--- src/rtl/if_fetch_queue_if.sv ---
// Signal bundle between the fetch queue, the instruction memory and decode.
// Handshake: out_valid/out_ready are strict valid/ready; a head entry transfers on a cycle where both are high.
// Once raised, out_valid and the head payload hold until that transfer, unless a redirect or reset flushes the queue.
interface if_fetch_queue_if #(
   parameter int XLEN  = 32,
   parameter int ALEN  = 32,
   parameter int DEPTH = 4
);
   localparam int OW = $clog2(DEPTH + 1);

   logic [ALEN-1:0] imem_addr;
   logic            imem_en;
   logic [31:0]     imem_data;
   logic            redirect_valid;
   logic [XLEN-1:0] redirect_pc;
   logic            out_valid;
   logic            out_ready;
   logic [31:0]     out_instr;
   logic [XLEN-1:0] out_pc;
   logic [XLEN-1:0] out_pc_plus_4;
   logic [OW-1:0]   occupancy;

   modport master (
      output imem_addr, imem_en, out_valid, out_instr, out_pc, out_pc_plus_4, occupancy,
      input  imem_data, redirect_valid, redirect_pc, out_ready
   );

   modport slave (
      input  imem_addr, imem_en, out_valid, out_instr, out_pc, out_pc_plus_4, occupancy,
      output imem_data, redirect_valid, redirect_pc, out_ready
   );
endinterface

--- src/rtl/if_fetch_queue.sv ---
// Instruction-fetch front end: owns the fetch PC, tracks in-flight memory reads with a tag
// shift register, and buffers returned instructions with their PCs in a DEPTH-entry FIFO.
module if_fetch_queue #(
   parameter int              XLEN         = 32,
   parameter int              ALEN         = 32,
   parameter int              DEPTH        = 4,
   parameter int              IMEM_LATENCY = 1,
   parameter logic [XLEN-1:0] RESET_PC     = '0
) (
   input  logic             clk,
   input  logic             rst_n,
   if_fetch_queue_if.master fq
);
   localparam int OW = $clog2(DEPTH + 1);
   localparam int PW = $clog2(DEPTH);
   localparam int CW = $clog2(DEPTH + IMEM_LATENCY + 1);

   logic [XLEN-1:0]                   fetch_pc_q, fetch_pc_d;
   logic [IMEM_LATENCY-1:0]           tag_vld_q, tag_vld_d;
   logic [IMEM_LATENCY-1:0][XLEN-1:0] tag_pc_q, tag_pc_d;
   logic [31:0]                       fifo_instr_q [DEPTH];
   logic [XLEN-1:0]                   fifo_pc_q [DEPTH];
   logic [PW-1:0]                     rd_ptr_q, rd_ptr_d;
   logic [PW-1:0]                     wr_ptr_q, wr_ptr_d;
   logic [OW-1:0]                     count_q, count_d;
   logic [CW-1:0]                     inflight;
   logic                              issue;
   logic                              push;
   logic                              pop;
   logic                              head_vld;
   logic                              unused_ok;

   always_comb begin
      inflight = '0;
      for (int i = 0; i < IMEM_LATENCY; i++) begin
         inflight = inflight + CW'(tag_vld_q[i]);
      end
   end

   // Credit counts every outstanding request, including the one returning this cycle,
   // so a request is only sent when its data is guaranteed a FIFO slot.
   assign head_vld = (count_q != '0);
   assign issue    = rst_n && !fq.redirect_valid && ((CW'(count_q) + inflight) < CW'(DEPTH));
   assign push     = tag_vld_q[IMEM_LATENCY-1] && !fq.redirect_valid;
   assign pop      = head_vld && fq.out_ready && !fq.redirect_valid;

   always_comb begin
      fetch_pc_d = fetch_pc_q;
      tag_vld_d  = '0;
      tag_pc_d   = tag_pc_q;
      rd_ptr_d   = rd_ptr_q;
      wr_ptr_d   = wr_ptr_q;
      count_d    = count_q;
      if (fq.redirect_valid) begin
         fetch_pc_d = {fq.redirect_pc[XLEN-1:2], 2'b00};
         rd_ptr_d   = '0;
         wr_ptr_d   = '0;
         count_d    = '0;
      end else begin
         if (issue) fetch_pc_d = fetch_pc_q + XLEN'(4);
         tag_vld_d[0] = issue;
         tag_pc_d[0]  = fetch_pc_q;
         for (int i = 1; i < IMEM_LATENCY; i++) begin
            tag_vld_d[i] = tag_vld_q[i-1];
            tag_pc_d[i]  = tag_pc_q[i-1];
         end
         if (push) wr_ptr_d = wr_ptr_q + PW'(1);
         if (pop)  rd_ptr_d = rd_ptr_q + PW'(1);
         count_d = count_q + OW'(push) - OW'(pop);
      end
   end

   always_ff @(posedge clk or negedge rst_n) begin
      if (!rst_n) begin
         fetch_pc_q <= RESET_PC;
         tag_vld_q  <= '0;
         tag_pc_q   <= '0;
         rd_ptr_q   <= '0;
         wr_ptr_q   <= '0;
         count_q    <= '0;
      end else begin
         fetch_pc_q <= fetch_pc_d;
         tag_vld_q  <= tag_vld_d;
         tag_pc_q   <= tag_pc_d;
         rd_ptr_q   <= rd_ptr_d;
         wr_ptr_q   <= wr_ptr_d;
         count_q    <= count_d;
      end
   end

   // Storage needs no reset: entries are only visible through count_q.
   always_ff @(posedge clk) begin
      if (push) begin
         fifo_instr_q[wr_ptr_q] <= fq.imem_data;
         fifo_pc_q[wr_ptr_q]    <= tag_pc_q[IMEM_LATENCY-1];
      end
   end

   assign fq.imem_en       = issue;
   assign fq.imem_addr     = fetch_pc_q[ALEN-1:0];
   assign fq.out_valid     = head_vld;
   assign fq.out_instr     = head_vld ? fifo_instr_q[rd_ptr_q] : '0;
   assign fq.out_pc        = head_vld ? fifo_pc_q[rd_ptr_q] : '0;
   assign fq.out_pc_plus_4 = head_vld ? (fifo_pc_q[rd_ptr_q] + XLEN'(4)) : '0;
   assign fq.occupancy     = count_q;
   assign unused_ok        = ^fq.redirect_pc[1:0];
endmodule

--- src/flat_wrapper.sv ---
// flat-port wrapper written by rule: the top's interface ports become plain ports
module if_fetch_queue_flat 
#(
   parameter int              XLEN         = 32,
   parameter int              ALEN         = 32,
   parameter int              DEPTH        = 4,
   parameter int              IMEM_LATENCY = 1,
   parameter logic [XLEN-1:0] RESET_PC     = '0
)
  (clk, rst_n, fq_imem_addr, fq_imem_en, fq_out_valid, fq_out_instr, fq_out_pc, fq_out_pc_plus_4, fq_occupancy, fq_imem_data, fq_redirect_valid, fq_redirect_pc, fq_out_ready);
  if_fetch_queue_if #(.XLEN(XLEN), .ALEN(ALEN), .DEPTH(DEPTH)) fq_i ();
  input  logic clk;
  input  logic rst_n;
  output wire logic [$bits(fq_i.imem_addr)-1:0] fq_imem_addr;
  output wire logic [$bits(fq_i.imem_en)-1:0] fq_imem_en;
  output wire logic [$bits(fq_i.out_valid)-1:0] fq_out_valid;
  output wire logic [$bits(fq_i.out_instr)-1:0] fq_out_instr;
  output wire logic [$bits(fq_i.out_pc)-1:0] fq_out_pc;
  output wire logic [$bits(fq_i.out_pc_plus_4)-1:0] fq_out_pc_plus_4;
  output wire logic [$bits(fq_i.occupancy)-1:0] fq_occupancy;
  input wire logic [$bits(fq_i.imem_data)-1:0] fq_imem_data;
  input wire logic [$bits(fq_i.redirect_valid)-1:0] fq_redirect_valid;
  input wire logic [$bits(fq_i.redirect_pc)-1:0] fq_redirect_pc;
  input wire logic [$bits(fq_i.out_ready)-1:0] fq_out_ready;
  assign fq_imem_addr = fq_i.imem_addr;
  assign fq_imem_en = fq_i.imem_en;
  assign fq_out_valid = fq_i.out_valid;
  assign fq_out_instr = fq_i.out_instr;
  assign fq_out_pc = fq_i.out_pc;
  assign fq_out_pc_plus_4 = fq_i.out_pc_plus_4;
  assign fq_occupancy = fq_i.occupancy;
  assign fq_i.imem_data = fq_imem_data;
  assign fq_i.redirect_valid = fq_redirect_valid;
  assign fq_i.redirect_pc = fq_redirect_pc;
  assign fq_i.out_ready = fq_out_ready;
  if_fetch_queue #(.XLEN(XLEN), .ALEN(ALEN), .DEPTH(DEPTH), .IMEM_LATENCY(IMEM_LATENCY), .RESET_PC(RESET_PC)) u_core (.clk(clk), .rst_n(rst_n), .fq(fq_i));
endmodule
--- config.mk ---
export PLATFORM = sky130hd
export DESIGN_NAME = if_fetch_queue_flat
export DESIGN_NICKNAME = d
export VERILOG_FILES = /design/src/rtl/if_fetch_queue_if.sv /design/src/rtl/if_fetch_queue.sv /design/src/flat_wrapper.sv
export SDC_FILE = /design/constraint.sdc
export NUM_CORES = 1
export LEC_CHECK = 0
export BUFFER_PORTS_ARGS = -buffer_cell sky130_fd_sc_hd__buf_2
export CELL_PAD_IN_SITES_DETAIL_PLACEMENT = 1
export CELL_PAD_IN_SITES_GLOBAL_PLACEMENT = 1
export CORE_MARGIN = 4
export CORE_UTILIZATION = 40
export CTS_CLUSTER_SIZE = 28
export DETAILED_ROUTE_END_ITERATION = 10
export GPL_TIMING_DRIVEN = 0
export PLACE_DENSITY = 0.74
export SLEW_MARGIN = 15
export SYNTH_ARGS = -nofsm -noshare
export SYNTH_HDL_FRONTEND = slang
export SYNTH_SLANG_ARGS = --single-unit
--- constraint.sdc ---
create_clock -name clk -period 3.4 [get_ports clk]
set_input_delay 0.17 -clock clk [delete_from_list [all_inputs] [get_ports clk]]
set_output_delay 0.17 -clock clk [all_outputs]
set_load 0.005 [all_outputs]
# Yosys cells after proc, flatten, opt, wreduce, memory -nomap -nowiden
# Memories as Yosys holds them, arrays and structs flattened.
# Cells that the tools add are included.
# op_classes
add_sub_neg	7
n_mul	0
n_div	0
magnitude_cmp	1
eq_ne	0
shift	0
mux	13
bitwise_logic	0
n_reduce_logical	10
# op_table
op	count
$mux 32	5
$add 32x3->32 const B	2
$mux 2	4
$add 3x1->3	2
$reduce_bool 2->1	3
$logic_and 1x1->1	5
$add 2x1->2 const B	2
$lt 3x3->1 const B	1
$mux 1	3
$mux 3	1
$reduce_bool 3->1	1
$sub 3x1->3	1
$logic_not 1->1	1
# totals
regBits	72
latchBits	0
mem_bits_rw	256
romBits	0
input_bits	68
output_inout_bits	133
word_cells	39
memories	2
# mem_list
memory	words	word_bits	read_ports	rd_ports_with_merged_regs	write_ports	line_no	text
u_core.fifo_instr_q	4	32	1	0	1	if_fetch_queue.sv:21	logic [31:0] fifo_instr_q [DEPTH];
u_core.fifo_pc_q	4	32	1	0	1	if_fetch_queue.sv:22	logic [XLEN-1:0] fifo_pc_q [DEPTH];

# Depth between registers and ports, before layout
# depth
word_depth	5
ltp_mapped	12
depth_no_buf	11

# Worst setup path before layout
# OpenSTA, ideal clock, no wires.
# synth_path
kind	register to output
from	reg u_core.rd_ptr_q[0]
to	out fq_out_pc_plus_4[22]
arrival_ns	2.464
required_ns	3.230
setup_slack_ns	0.766
stages_incl_launch_ff	10
path_buffers	3
path_cell_list	dfrtp_1 -> buf_6 -> buf_12 -> mux4_1 -> ha_1 -> nand3_1 -> or2_1 -> buf_6 -> or4_1 -> a21oi_1
# synth_between
elab_chain_cells	3
# synth_rtl
element	line_no	text
start: declaration	if_fetch_queue.sv:23	logic [PW-1:0] rd_ptr_q, rd_ptr_d;
start signal: assignment	if_fetch_queue.sv:85	rd_ptr_q <= rd_ptr_d;
$mem_v2 4x32	-	
$add 32x3->32	if_fetch_queue.sv:104	assign fq.out_pc_plus_4 = head_vld ? (fifo_pc_q[rd_ptr_q] + XLEN'(4)) : '0;
$mux 32	if_fetch_queue.sv:104	
end: declaration	flat_wrapper.sv:19	output wire logic [$bits(fq_i.out_pc_plus_4)-1:0] fq_out_pc_plus_4;
# No other way between the ends.

# Worst setup path after layout
# layout_path
from	reg u_core.rd_ptr_q[0]
to	out fq_out_pc_plus_4[28]
# The elaborated chain is that of the path after synthesis.

==> impl_metrics.yaml <==
run_status:
  status: "completed"
grt:
  antenna_found_initial: 0
  grt_pass1_vias: 9154
  grt_first_pass_wirelength_um: 53000
  grt_overflow: 0
  grtUsageTotal: 0.185
  grt_max_degree: 55
yosys:
  synthesis.area_um2: 13600
  synth-seq-area-share: 0.674
  async_flop_share: 0.215
  yosys-top-cells-area: "edfxtp_1 (55%), dfrtp_1 (13%), mux4_2 (8.5%), and2_1 (3.2%), mux2_2 (2.6%)"
  yosys.area.top_type: "edfxtp_1"
  synth_edf_count: 248
  yosysWarnings: 0
  ys_seq_elements: 316
  avgSynthCellArea_um2: 15.9
  synthCells: 853
  synth.distinct_cells: 43
  synth_top_area_share: 0.548
  synthFlopType: "edfxtp_1"
detailed_routing:
  viasPerCell: 5.29
  drt_wl_total_um: 34200
  drtPass1Iterations: 5
  drtIter0Drc: 437
  drc: 0
  vias: 8646
  detail_route.wl_per_cell_um: 21.0
  antenna_left: 0
worst_hold_path:
  min_path_type: "in2reg"
  min-delay-start: "fq_out_ready"
power:
  power_density_nw_per_um2: 680
  vdd_drop_max_v: 0.000313
  p_leak_nw: 6.22
  finalPower_mw: 11.6
timing:
  hold_violations: 0
  relSlewSlack: 0.502
  setup_viol: 0
  skew_ns: 0.0267
  fmax_ghz: 0.300
  report.final.slew_viol_count: 0
  period_share: 0.981
  worstMarginPinSlew_ns: 0.742
  period_needed_ns: 3.34
  rsz0062_at_grt: "yes"
floorplan:
  row_count: 67
  die_height_um: 192
  die-area_um2: 37000
  io_pins: 201
  die_x_um: 192
  initial_core_util: 0.405
  coreArea_um2: 33500
clock_tree:
  cts_tree: "done"
  clkSlewWorstSetupHoldPaths_ns: 0.06
  cts_sinks: 316
  clk_latency_ns: 0.52
  cts-root-buf: "clkbuf_16"
  clockBufferDepth: 3
  h-tree-depth: 2
  numCtsBuffers: 35
placed_design:
  place_congestion: 0.812
  post-dp-hpwl_um: 23500
  place_area_um2: 15300
  io_buffers: 192
critical_path:
  critPathLaunch: "u_core.rd_ptr_q[0]"
  critPathLaunchType: "flop"
  critPathMaxFanout: 10
  end_kind: "primary output"
  reg2reg_from: "u_core.fq.occupancy[1]"
  worstSetupPathType: "reg2out"
  crit_arrival_ns: 3.17
  required_ns: 3.23
job:
  cap_viol_max_count: 0
layout:
  drive_gt1_frac: 0.313
  design_area_um2: 17100
  syn_to_final_growth_pct: 25.7
  fin_nets: 1238
  diodes: 0
-- sequential cells by signal, indices dropped and copies added (netlist names) --
name,cells
u_core.fq.occupancy,3
u_core.wr_ptr_q,2
u_core.fifo_pc_q,120
u_core.fifo_instr_q,128
u_core.tag_pc_q,30
u_core.tag_vld_q,1
u_core.fq.imem_addr,30
u_core.rd_ptr_q,2
-- cells by family (layout without fill, tap and decap cells) --
kind of cell	Yosys count	after routing	synth area share
adders and majority gates	9	9	0.00885
DFF	316	316	0.674
other	1	6	0.000276
buffers and inverters	61	388	0.0231
xor gates and xnor gates	30	30	0.0193
muxes	96	96	0.134
and+or+nand+nor	268	268	0.110
AOI/OAI and AO/OA	72	72	0.0311
-- cell type report --
cell class | instances | area (um^2)
timing repair buffer | 266 | 1780
clock buffer | 48 | 925
inverter | 13 | 48.8
fill | 3333 | 16500
sequential | 316 | 9150
tap | 448 | 561
multi-input combinational | 481 | 4180
buffer | 48 | 274
clock inverter | 13 | 156
-- per-stage QoR --
| step | utilization | worst slack, ns | TNS [ns] | hold slack [ns] | cells |
|---|---|---|---|---|---|
| finish | 0.509 | 0.0647 | 0 | 0.0383 | 1633 |
| global route | 0.509 | -0.0341 | -0.0674 | 0.0644 | 1633 |
| CTS | 0.508 | 0.00693 | 0 | 0.0272 | 1630 |
| detailed placement | 0.456 | -0.158 | -0.243 | 0.0838 | 1503 |
| global placement | 0.451 | -0.785 | -144.44 | 0.381 | 1498 |
| floorplan | - | 0.766 | 0 | -0.126 | 858 |
-- report_power, final --
part           leakage, nW  internal, mW  switching (mW)
clock                0.514          2.08            1.47
sequential            3.04          4.42           0.211
combinational         2.67          1.57            1.87
-- worst paths after layout --
path,to,slack (ns),cells past startpoint
setup / recovery,fq_out_pc_plus_4[28],0.06,8
max in group asynchronous,u_core.fq.imem_addr[3],2.74,3
hold reg to reg,u_core.fifo_pc_q[2][23],0.51,0
setup reg to reg,u_core.fq.occupancy[2],0.40,12
min in group asynchronous,u_core.fq.imem_addr[21],0.07,2
hold / removal,u_core.rd_ptr_q[0],0.04,4
-- cell usage after synthesis (2+ instances only) --
cell type	count
buf_4	7
buf_2	7
xor2_1	12
mux4_2	51
buf_1	5
or2_1	2
mux2_2	31
ha_1	8
nor2b_1	2
a31oi_1	19
and2_1	70
nand2_1	38
mux2i_1	2
mux4_1	11
and4_4	2
or3_1	12
clkbuf_1	24
o31ai_1	12
and3_1	11
buf_6	3
nor2_1	52
nand4_1	14
a21oi_1	11
nor4_1	9
o21ai_0	28
xnor2_1	18
edfxtp_1	248
dfrtp_1	68
and4_1	6
or4_1	14
nand4b_1	5
nand3_1	22
nor3_1	7
inv_1	13
-- routing by layer --
metal / up-vias / GRT usage / wire, um
li1: 3918 / - / -
met1: 4430 / 0.260 / 15200
met2: 249 / 0.307 / 16600
met3: 49 / 0.0279 / 1690
met4: 0 / 0.0474 / 707
met5: - / 0 / 0
-- cells in the final DEF, fill, tap and decap left out, drive strengths merged, types with 9 or more instances in the layout --
cell type | synthesis | routed
nand4 | 15 | 15
a31oi | 19 | 19
a21oi | 11 | 11
or4 | 14 | 14
edfxtp | 248 | 248
dlygate4sd3 | 0 | 63
nor4 | 9 | 9
and2 | 70 | 70
buf | 24 | 226
clkbuf | 24 | 73
o31ai | 12 | 12
o21ai | 28 | 28
nor2 | 52 | 52
dfrtp | 68 | 68
inv | 13 | 14
mux4 | 62 | 62
nand2 | 38 | 38
or3 | 12 | 12
xor2 | 12 | 12
mux2 | 32 | 32
nand3 | 22 | 22
and3 | 11 | 11
xnor2 | 18 | 18
-- worst max-delay path: stages (launching register included) --
cell and delay, ns:
dfrtp_1 0.38, buf_6 0.17, buf_12 0.16, mux4_2 0.49, and4_4 0.29, nand4_1 0.23, or4_1 0.59, a21oi_2 0.21
buf_2 0.15
-- what timing repair did --
action,4_1_cts,5_1_grt
endpoints found under the hold margin,226,0
pin swaps,0,4
resized for setup,12,8
buffers inserted,3,3
setup endpoints to repair,11,10
hold buffers,63,0
(Power assumes the default switching activity.)
